File: src/rtl/axi_lite_arb_2to1.sv
// Two-master to one-slave AXI4-Lite arbiter with independent round-robin
// write and read paths, one outstanding transaction per direction.
module axi_lite_arb_2to1 #(
    parameter int unsigned ADDR_W = 32,
    parameter int unsigned DATA_W = 32
) (
    input  logic                ACLK,
    input  logic                ARESETn,

    input  logic [ADDR_W-1:0]   m0_AWADDR,
    input  logic                m0_AWVALID,
    output logic                m0_AWREADY,
    input  logic [DATA_W-1:0]   m0_WDATA,
    input  logic [DATA_W/8-1:0] m0_WSTRB,
    input  logic                m0_WVALID,
    output logic                m0_WREADY,
    output logic [1:0]          m0_BRESP,
    output logic                m0_BVALID,
    input  logic                m0_BREADY,
    input  logic [ADDR_W-1:0]   m0_ARADDR,
    input  logic                m0_ARVALID,
    output logic                m0_ARREADY,
    output logic [DATA_W-1:0]   m0_RDATA,
    output logic [1:0]          m0_RRESP,
    output logic                m0_RVALID,
    input  logic                m0_RREADY,

    input  logic [ADDR_W-1:0]   m1_AWADDR,
    input  logic                m1_AWVALID,
    output logic                m1_AWREADY,
    input  logic [DATA_W-1:0]   m1_WDATA,
    input  logic [DATA_W/8-1:0] m1_WSTRB,
    input  logic                m1_WVALID,
    output logic                m1_WREADY,
    output logic [1:0]          m1_BRESP,
    output logic                m1_BVALID,
    input  logic                m1_BREADY,
    input  logic [ADDR_W-1:0]   m1_ARADDR,
    input  logic                m1_ARVALID,
    output logic                m1_ARREADY,
    output logic [DATA_W-1:0]   m1_RDATA,
    output logic [1:0]          m1_RRESP,
    output logic                m1_RVALID,
    input  logic                m1_RREADY,

    output logic [ADDR_W-1:0]   s_AWADDR,
    output logic                s_AWVALID,
    input  logic                s_AWREADY,
    output logic [DATA_W-1:0]   s_WDATA,
    output logic [DATA_W/8-1:0] s_WSTRB,
    output logic                s_WVALID,
    input  logic                s_WREADY,
    input  logic [1:0]          s_BRESP,
    input  logic                s_BVALID,
    output logic                s_BREADY,
    output logic [ADDR_W-1:0]   s_ARADDR,
    output logic                s_ARVALID,
    input  logic                s_ARREADY,
    input  logic [DATA_W-1:0]   s_RDATA,
    input  logic [1:0]          s_RRESP,
    input  logic                s_RVALID,
    output logic                s_RREADY,

    output logic                w_busy,
    output logic                w_owner,
    output logic                r_busy,
    output logic                r_owner
);

    localparam int unsigned STRB_W = DATA_W / 8;

    typedef enum logic [1:0] {W_IDLE, W_XFER, W_RESP} w_state_t;
    typedef enum logic [1:0] {R_IDLE, R_ADDR, R_DATA} r_state_t;

    w_state_t w_state, w_state_nxt;
    r_state_t r_state, r_state_nxt;
    logic     w_own_q, w_own_nxt, last_w_q, last_w_nxt;
    logic     aw_done_q, aw_done_nxt, w_done_q, w_done_nxt;
    logic     r_own_q, r_own_nxt, last_r_q, last_r_nxt;

    // Granted-master views of the upstream inputs
    logic [ADDR_W-1:0] g_awaddr, g_araddr;
    logic [DATA_W-1:0] g_wdata;
    logic [STRB_W-1:0] g_wstrb;
    logic              g_awvalid, g_wvalid, g_bready, g_arvalid, g_rready;

    // Granted-master views of the upstream outputs, routed by owner
    logic              g_awready, g_wready, g_bvalid, g_arready, g_rvalid;
    logic [1:0]        g_bresp, g_rresp;
    logic [DATA_W-1:0] g_rdata;

    assign g_awaddr  = w_own_q ? m1_AWADDR  : m0_AWADDR;
    assign g_awvalid = w_own_q ? m1_AWVALID : m0_AWVALID;
    assign g_wdata   = w_own_q ? m1_WDATA   : m0_WDATA;
    assign g_wstrb   = w_own_q ? m1_WSTRB   : m0_WSTRB;
    assign g_wvalid  = w_own_q ? m1_WVALID  : m0_WVALID;
    assign g_bready  = w_own_q ? m1_BREADY  : m0_BREADY;
    assign g_araddr  = r_own_q ? m1_ARADDR  : m0_ARADDR;
    assign g_arvalid = r_own_q ? m1_ARVALID : m0_ARVALID;
    assign g_rready  = r_own_q ? m1_RREADY  : m0_RREADY;

    assign w_busy  = (w_state != W_IDLE);
    assign w_owner = w_own_q;
    assign r_busy  = (r_state != R_IDLE);
    assign r_owner = r_own_q;

    always_ff @(posedge ACLK or negedge ARESETn) begin
        if (!ARESETn) begin
            w_state   <= W_IDLE;
            w_own_q   <= 1'b0;
            last_w_q  <= 1'b1;
            aw_done_q <= 1'b0;
            w_done_q  <= 1'b0;
            r_state   <= R_IDLE;
            r_own_q   <= 1'b0;
            last_r_q  <= 1'b1;
        end else begin
            w_state   <= w_state_nxt;
            w_own_q   <= w_own_nxt;
            last_w_q  <= last_w_nxt;
            aw_done_q <= aw_done_nxt;
            w_done_q  <= w_done_nxt;
            r_state   <= r_state_nxt;
            r_own_q   <= r_own_nxt;
            last_r_q  <= last_r_nxt;
        end
    end

    // Write path: grant, AW/W in either order, then B
    always_comb begin
        w_state_nxt = w_state;
        w_own_nxt   = w_own_q;
        last_w_nxt  = last_w_q;
        aw_done_nxt = aw_done_q;
        w_done_nxt  = w_done_q;
        s_AWADDR    = '0;
        s_AWVALID   = 1'b0;
        s_WDATA     = '0;
        s_WSTRB     = '0;
        s_WVALID    = 1'b0;
        s_BREADY    = 1'b0;
        g_awready   = 1'b0;
        g_wready    = 1'b0;
        g_bvalid    = 1'b0;
        g_bresp     = 2'b00;
        m0_AWREADY  = 1'b0;
        m0_WREADY   = 1'b0;
        m0_BVALID   = 1'b0;
        m0_BRESP    = 2'b00;
        m1_AWREADY  = 1'b0;
        m1_WREADY   = 1'b0;
        m1_BVALID   = 1'b0;
        m1_BRESP    = 2'b00;

        case (w_state)
            W_IDLE: begin
                if (m0_AWVALID || m1_AWVALID) begin
                    w_own_nxt   = (m0_AWVALID && m1_AWVALID) ? ~last_w_q : m1_AWVALID;
                    w_state_nxt = W_XFER;
                end
            end
            W_XFER: begin
                s_AWVALID   = g_awvalid & ~aw_done_q;
                s_WVALID    = g_wvalid & ~w_done_q;
                g_awready   = s_AWREADY & ~aw_done_q;
                g_wready    = s_WREADY & ~w_done_q;
                aw_done_nxt = aw_done_q | (g_awvalid & ~aw_done_q & s_AWREADY);
                w_done_nxt  = w_done_q | (g_wvalid & ~w_done_q & s_WREADY);
                if (aw_done_nxt && w_done_nxt) begin
                    w_state_nxt = W_RESP;
                end
            end
            W_RESP: begin
                g_bvalid = s_BVALID;
                g_bresp  = s_BRESP;
                s_BREADY = g_bready;
                if (s_BVALID && g_bready) begin
                    w_state_nxt = W_IDLE;
                    last_w_nxt  = w_own_q;
                    aw_done_nxt = 1'b0;
                    w_done_nxt  = 1'b0;
                end
            end
            default: w_state_nxt = W_IDLE;
        endcase

        if (w_state != W_IDLE) begin
            s_AWADDR = g_awaddr;
            s_WDATA  = g_wdata;
            s_WSTRB  = g_wstrb;
        end

        if (w_own_q) begin
            m1_AWREADY = g_awready;
            m1_WREADY  = g_wready;
            m1_BVALID  = g_bvalid;
            m1_BRESP   = g_bresp;
        end else begin
            m0_AWREADY = g_awready;
            m0_WREADY  = g_wready;
            m0_BVALID  = g_bvalid;
            m0_BRESP   = g_bresp;
        end
    end

    // Read path: grant, AR, then R
    always_comb begin
        r_state_nxt = r_state;
        r_own_nxt   = r_own_q;
        last_r_nxt  = last_r_q;
        s_ARADDR    = '0;
        s_ARVALID   = 1'b0;
        s_RREADY    = 1'b0;
        g_arready   = 1'b0;
        g_rvalid    = 1'b0;
        g_rdata     = '0;
        g_rresp     = 2'b00;
        m0_ARREADY  = 1'b0;
        m0_RVALID   = 1'b0;
        m0_RDATA    = '0;
        m0_RRESP    = 2'b00;
        m1_ARREADY  = 1'b0;
        m1_RVALID   = 1'b0;
        m1_RDATA    = '0;
        m1_RRESP    = 2'b00;

        case (r_state)
            R_IDLE: begin
                if (m0_ARVALID || m1_ARVALID) begin
                    r_own_nxt   = (m0_ARVALID && m1_ARVALID) ? ~last_r_q : m1_ARVALID;
                    r_state_nxt = R_ADDR;
                end
            end
            R_ADDR: begin
                s_ARVALID = g_arvalid;
                g_arready = s_ARREADY;
                if (g_arvalid && s_ARREADY) begin
                    r_state_nxt = R_DATA;
                end
            end
            R_DATA: begin
                g_rvalid = s_RVALID;
                g_rdata  = s_RDATA;
                g_rresp  = s_RRESP;
                s_RREADY = g_rready;
                if (s_RVALID && g_rready) begin
                    r_state_nxt = R_IDLE;
                    last_r_nxt  = r_own_q;
                end
            end
            default: r_state_nxt = R_IDLE;
        endcase

        if (r_state != R_IDLE) begin
            s_ARADDR = g_araddr;
        end

        if (r_own_q) begin
            m1_ARREADY = g_arready;
            m1_RVALID  = g_rvalid;
            m1_RDATA   = g_rdata;
            m1_RRESP   = g_rresp;
        end else begin
            m0_ARREADY = g_arready;
            m0_RVALID  = g_rvalid;
            m0_RDATA   = g_rdata;
            m0_RRESP   = g_rresp;
        end
    end

endmodule

File: config.mk
export PLATFORM = sky130hd
export DESIGN_NAME = axi_lite_arb_2to1
export DESIGN_NICKNAME = d
export VERILOG_FILES = /design/src/rtl/axi_lite_arb_2to1.sv
export SDC_FILE = /design/constraint.sdc
export NUM_CORES = 1
export LEC_CHECK = 0
export CORE_AREA = 5 5 170 172
export DETAILED_ROUTE_END_ITERATION = 10
export DIE_AREA = 0 0 175 177
export REMOVE_ABC_BUFFERS = 1
export SYNTH_ARGS = -nofsm -noshare
export SYNTH_HDL_FRONTEND = slang
export SYNTH_SLANG_ARGS = --single-unit
File: constraint.sdc
create_clock -name ACLK -period 1.21 [get_ports ACLK]
set_input_delay 0.121 -clock ACLK [delete_from_list [all_inputs] [get_ports ACLK]]
set_output_delay 0.121 -clock ACLK [all_outputs]
set_load 0.1 [all_outputs]
==> results of run 1 <==
## per-layer routing
layer  wire length (microns)  share of wire  up-vias
li1                        -              -     2308
met1                    9040           0.39     2239
met2                   12400           0.54      150
met3                    1190          0.051       22
met4                     454          0.020        0
met5                       0              0        -
## cell usage after synthesis
cell type,instances
nand2_1,3
dfstp_2,2
nand3b_1,1
a21oi_1,5
nor2_1,111
a31o_1,1
buf_6,7
mux2_2,1
o32ai_1,1
buf_2,12
clkbuf_2,5
nand3_1,1
nor2b_4,1
inv_1,6
a22o_1,1
nand2b_1,3
and2_1,37
and2b_2,1
and3_1,7
a21oi_2,1
nor2_4,1
o21ai_0,5
nor2_2,1
and3_2,35
o31a_1,1
buf_4,5
nor3_1,1
a31oi_1,3
clkbuf_1,5
nand2b_4,1
o22ai_1,1
mux2i_1,103
dfrtp_1,8
mux2_4,1
nor2b_1,4
o31ai_1,1
## area by class of cell
cell class,instances,area (sq um),share of cell area
multi-input combinational,333,3000,0.264
tap,346,433,0.0381
clock buffer,4,88.8,0.00783
inverter,6,31.3,0.00276
sequential,10,258,0.0227
timing repair buffer,530,7540,0.664
## registers in the layout, indices dropped and copies added (netlist names)
signal / flops
r_state: 2
w_state: 2
aw_done_q: 1
last_r_q: 1
last_w_q: 1
r_owner: 1
w_done_q: 1
w_owner: 1
## per-stage QoR
stage               setup TNS [ps]  area (sq um)  worst slack [ps]  utilization  hold slack [ps]
finish                      -79320         11400              -497        0.415              206
floorplan                  -560290          2540             -3850            -             -175
CTS                         -82330         10800              -509        0.396              214
detailed placement          -31220          9810              -285        0.359              459
global placement            -30530          9810              -286        0.359              454
global route                -89310         11400              -542        0.415              241
## worst paths after layout
kind / endpoint / cells after the start
hold / removal: w_owner / 2
max in group asynchronous: last_r_q / 2
min in group ACLK: last_w_q / 2
setup / recovery: s_AWADDR[6] / 5
setup reg to reg: w_state[1] / 6
hold reg to reg: last_w_q / 2
## worst max-delay path, cell delays in order, from the launching register on
cell and delay (ps):
dfrtp_4 490, buf_12 160, buf_12 160, mux2i_1 130
nor2_1 180, buf_12 200
## kinds of logic (layout without fill, tap and decap cells)
| kind of cell | Yosys count | count (layout) | synth area share |
|---|---|---|---|
| AND/OR/NAND/NOR | 208 | 208 | 0.392 |
| flip-flops | 10 | 10 | 0.0916 |
| multiplexers | 105 | 105 | 0.383 |
| buffers and inverters | 40 | 540 | 0.0879 |
| AO/OA/AOI/OAI | 20 | 20 | 0.0458 |
## timing repair
item,4_1_cts,5_1_grt
cloned,9,5
pin swaps,40,53
gates resized for setup,143,131
endpoints found under the setup margin,200,201
setup buffers,28,6
==> flow_summary_export.csv, run 1 <==
group,metric,value,unit
logic_synthesis,ys_seq_elements,10,
timing,tightestPinTransition,272,ps
finish,commonest_non_fill_non_tap_cell_in_the_layout,"clkdlybuf4s50_1",
logic_synthesis,syn-mean-instance-area,7.21,sq um
grt,grt.busiest_layer,"met2",
detailed_routing,drc,0,
grt,number_of_antenna_violations_at_the_first_check_in_global_routing,0,
clock_network,post_cts_hold_buffer_count,0,
die,core_region_area,27300,sq um
clock_network,cts_htree_levels,1,
timing,rsz0062_at_grt,"true",
timing,layout_min_cycle_time,1710,ps
finish,nets,1137,
logic_synthesis,synth_warnings,0,
outcome,violations,"setup timing",
logic_synthesis,yosys-top-cells-area,"mux2i_1, nor2_1, and3_2",
logic_synthesis,synth-seq-area-share,0.0916,
grt,globalRouteMet3Util,0.0284,
finish,layout.cells.most_common_list,"clkdlybuf4s50_1, buf_12, mux2i_1",
grt,grt_pass1_vias,5018,
worst_setup_path,worst_setup_path_startpoint,"w_owner",
worst_setup_path,reg2reg_from,"w_owner",
timing,finalWorstSetupSlack,-497,ps
worst_setup_path,crit_path_end_kind,"output port",
timing,top_achievable_clock_speed,0.586,GHz
placed_design,cell_count_after_placement,1184,
min_path,hold_class,"input port to async pin",
placed_design,dp_hpwl,18.3,mm
die,fp-row-count,61,
grt,met1_usage,0.165,
logic_synthesis,syn_inst,383,
logic_synthesis,synth_cell_area,2760,sq um
timing,timing.max_slew.rel_slack,0.818,
worst_setup_path,critical_path_arrival,1590,ps
worst_setup_path,critPathRequiredTime,1090,ps
finish,fill_cells,2544,
worst_setup_path,worst_setup_path_start_kind,"register",
detailed_routing,first_iter_violations,117,
finish,antenna_cells_inserted,0,
worst_setup_path,crit_path_max_fanout,17,
grt,pin_count_of_the_biggest_net_entering_global_routing,36,
worst_setup_path,worst-setup-path-type,"register to output port",
clock_network,clkTransAtPathRegs,40,ps
die,die-area,31000,sq um
die,io_pins,444,
logic_synthesis,yosys.area.top_type_share,0.374,
finish,drive_above_1_share,0.558,
logic_synthesis,post-synth-top-area-cell,"mux2i_1",
clock_network,clk_latency,240,ps
placed_design,place_congestion,0.935,
run,max_cap_viol_count,0,
timing,final-setup-viol-count,201,
clock_network,cts_tree,"yes",
clock_network,cts_buffers,3,
clock_network,clock-sinks,10,
detailed_routing,wirelength,23.1,mm
grt,grt_first_pass_wirelength,31.5,mm
timing,timing_max_transition_violations_final,0,
timing,share_of_the_clock_period_used_by_the_worst_path,1.41,
logic_synthesis,synth_cell_type_count,36,
detailed_routing,postRouteAntennaNets,0,
die,start_util,0.101,
detailed_routing,drt_first_pass_iters,4,
die,die_h,177,microns
worst_setup_path,ff2ff_setup_slack,-290,ps
grt,grt_overflow_total,0,
timing,final_hold_viol_count,0,
timing,clock-skew-final,0.308,ps
grt,global_route.usage.met2,0.233,
detailed_routing,post_drt_via_cell_ratio,3.84,
grt,grt_usage,0.133,
clock_network,cts.path.max_buffers,2,
die,floorplan.die.width,175,microns
finish,area_delta_synth_final,311,%
placed_design,buffer_ports.inserted,443,
clock_network,cts_root_buf,"clkbuf_16",
detailed_routing,drt-wirelength-per-cell,18.8,microns
finish,final-instance-count-excl-fill,1229,
outcome,outcome,"finished, violations left",
detailed_routing,via_count,4719,
Power of run 1 is left out: the tool's default activity adds up to more than one toggle a clock period on the data nets, which glitch-free logic cannot reach.
==> inputs of run 2 (changes only) <==
--- a/config.mk
+++ b/config.mk
@@ -8,6 +8,7 @@
 export CORE_AREA = 5 5 170 172
 export DETAILED_ROUTE_END_ITERATION = 10
 export DIE_AREA = 0 0 175 177
+export GPL_ROUTABILITY_DRIVEN = 0
 export REMOVE_ABC_BUFFERS = 1
 export SYNTH_ARGS = -nofsm -noshare
 export SYNTH_HDL_FRONTEND = slang
==> results of run 2 <==
No change in the layout: final DEF, timing and power equal those of run 1.
Power of run 2 is left out for the same reason.
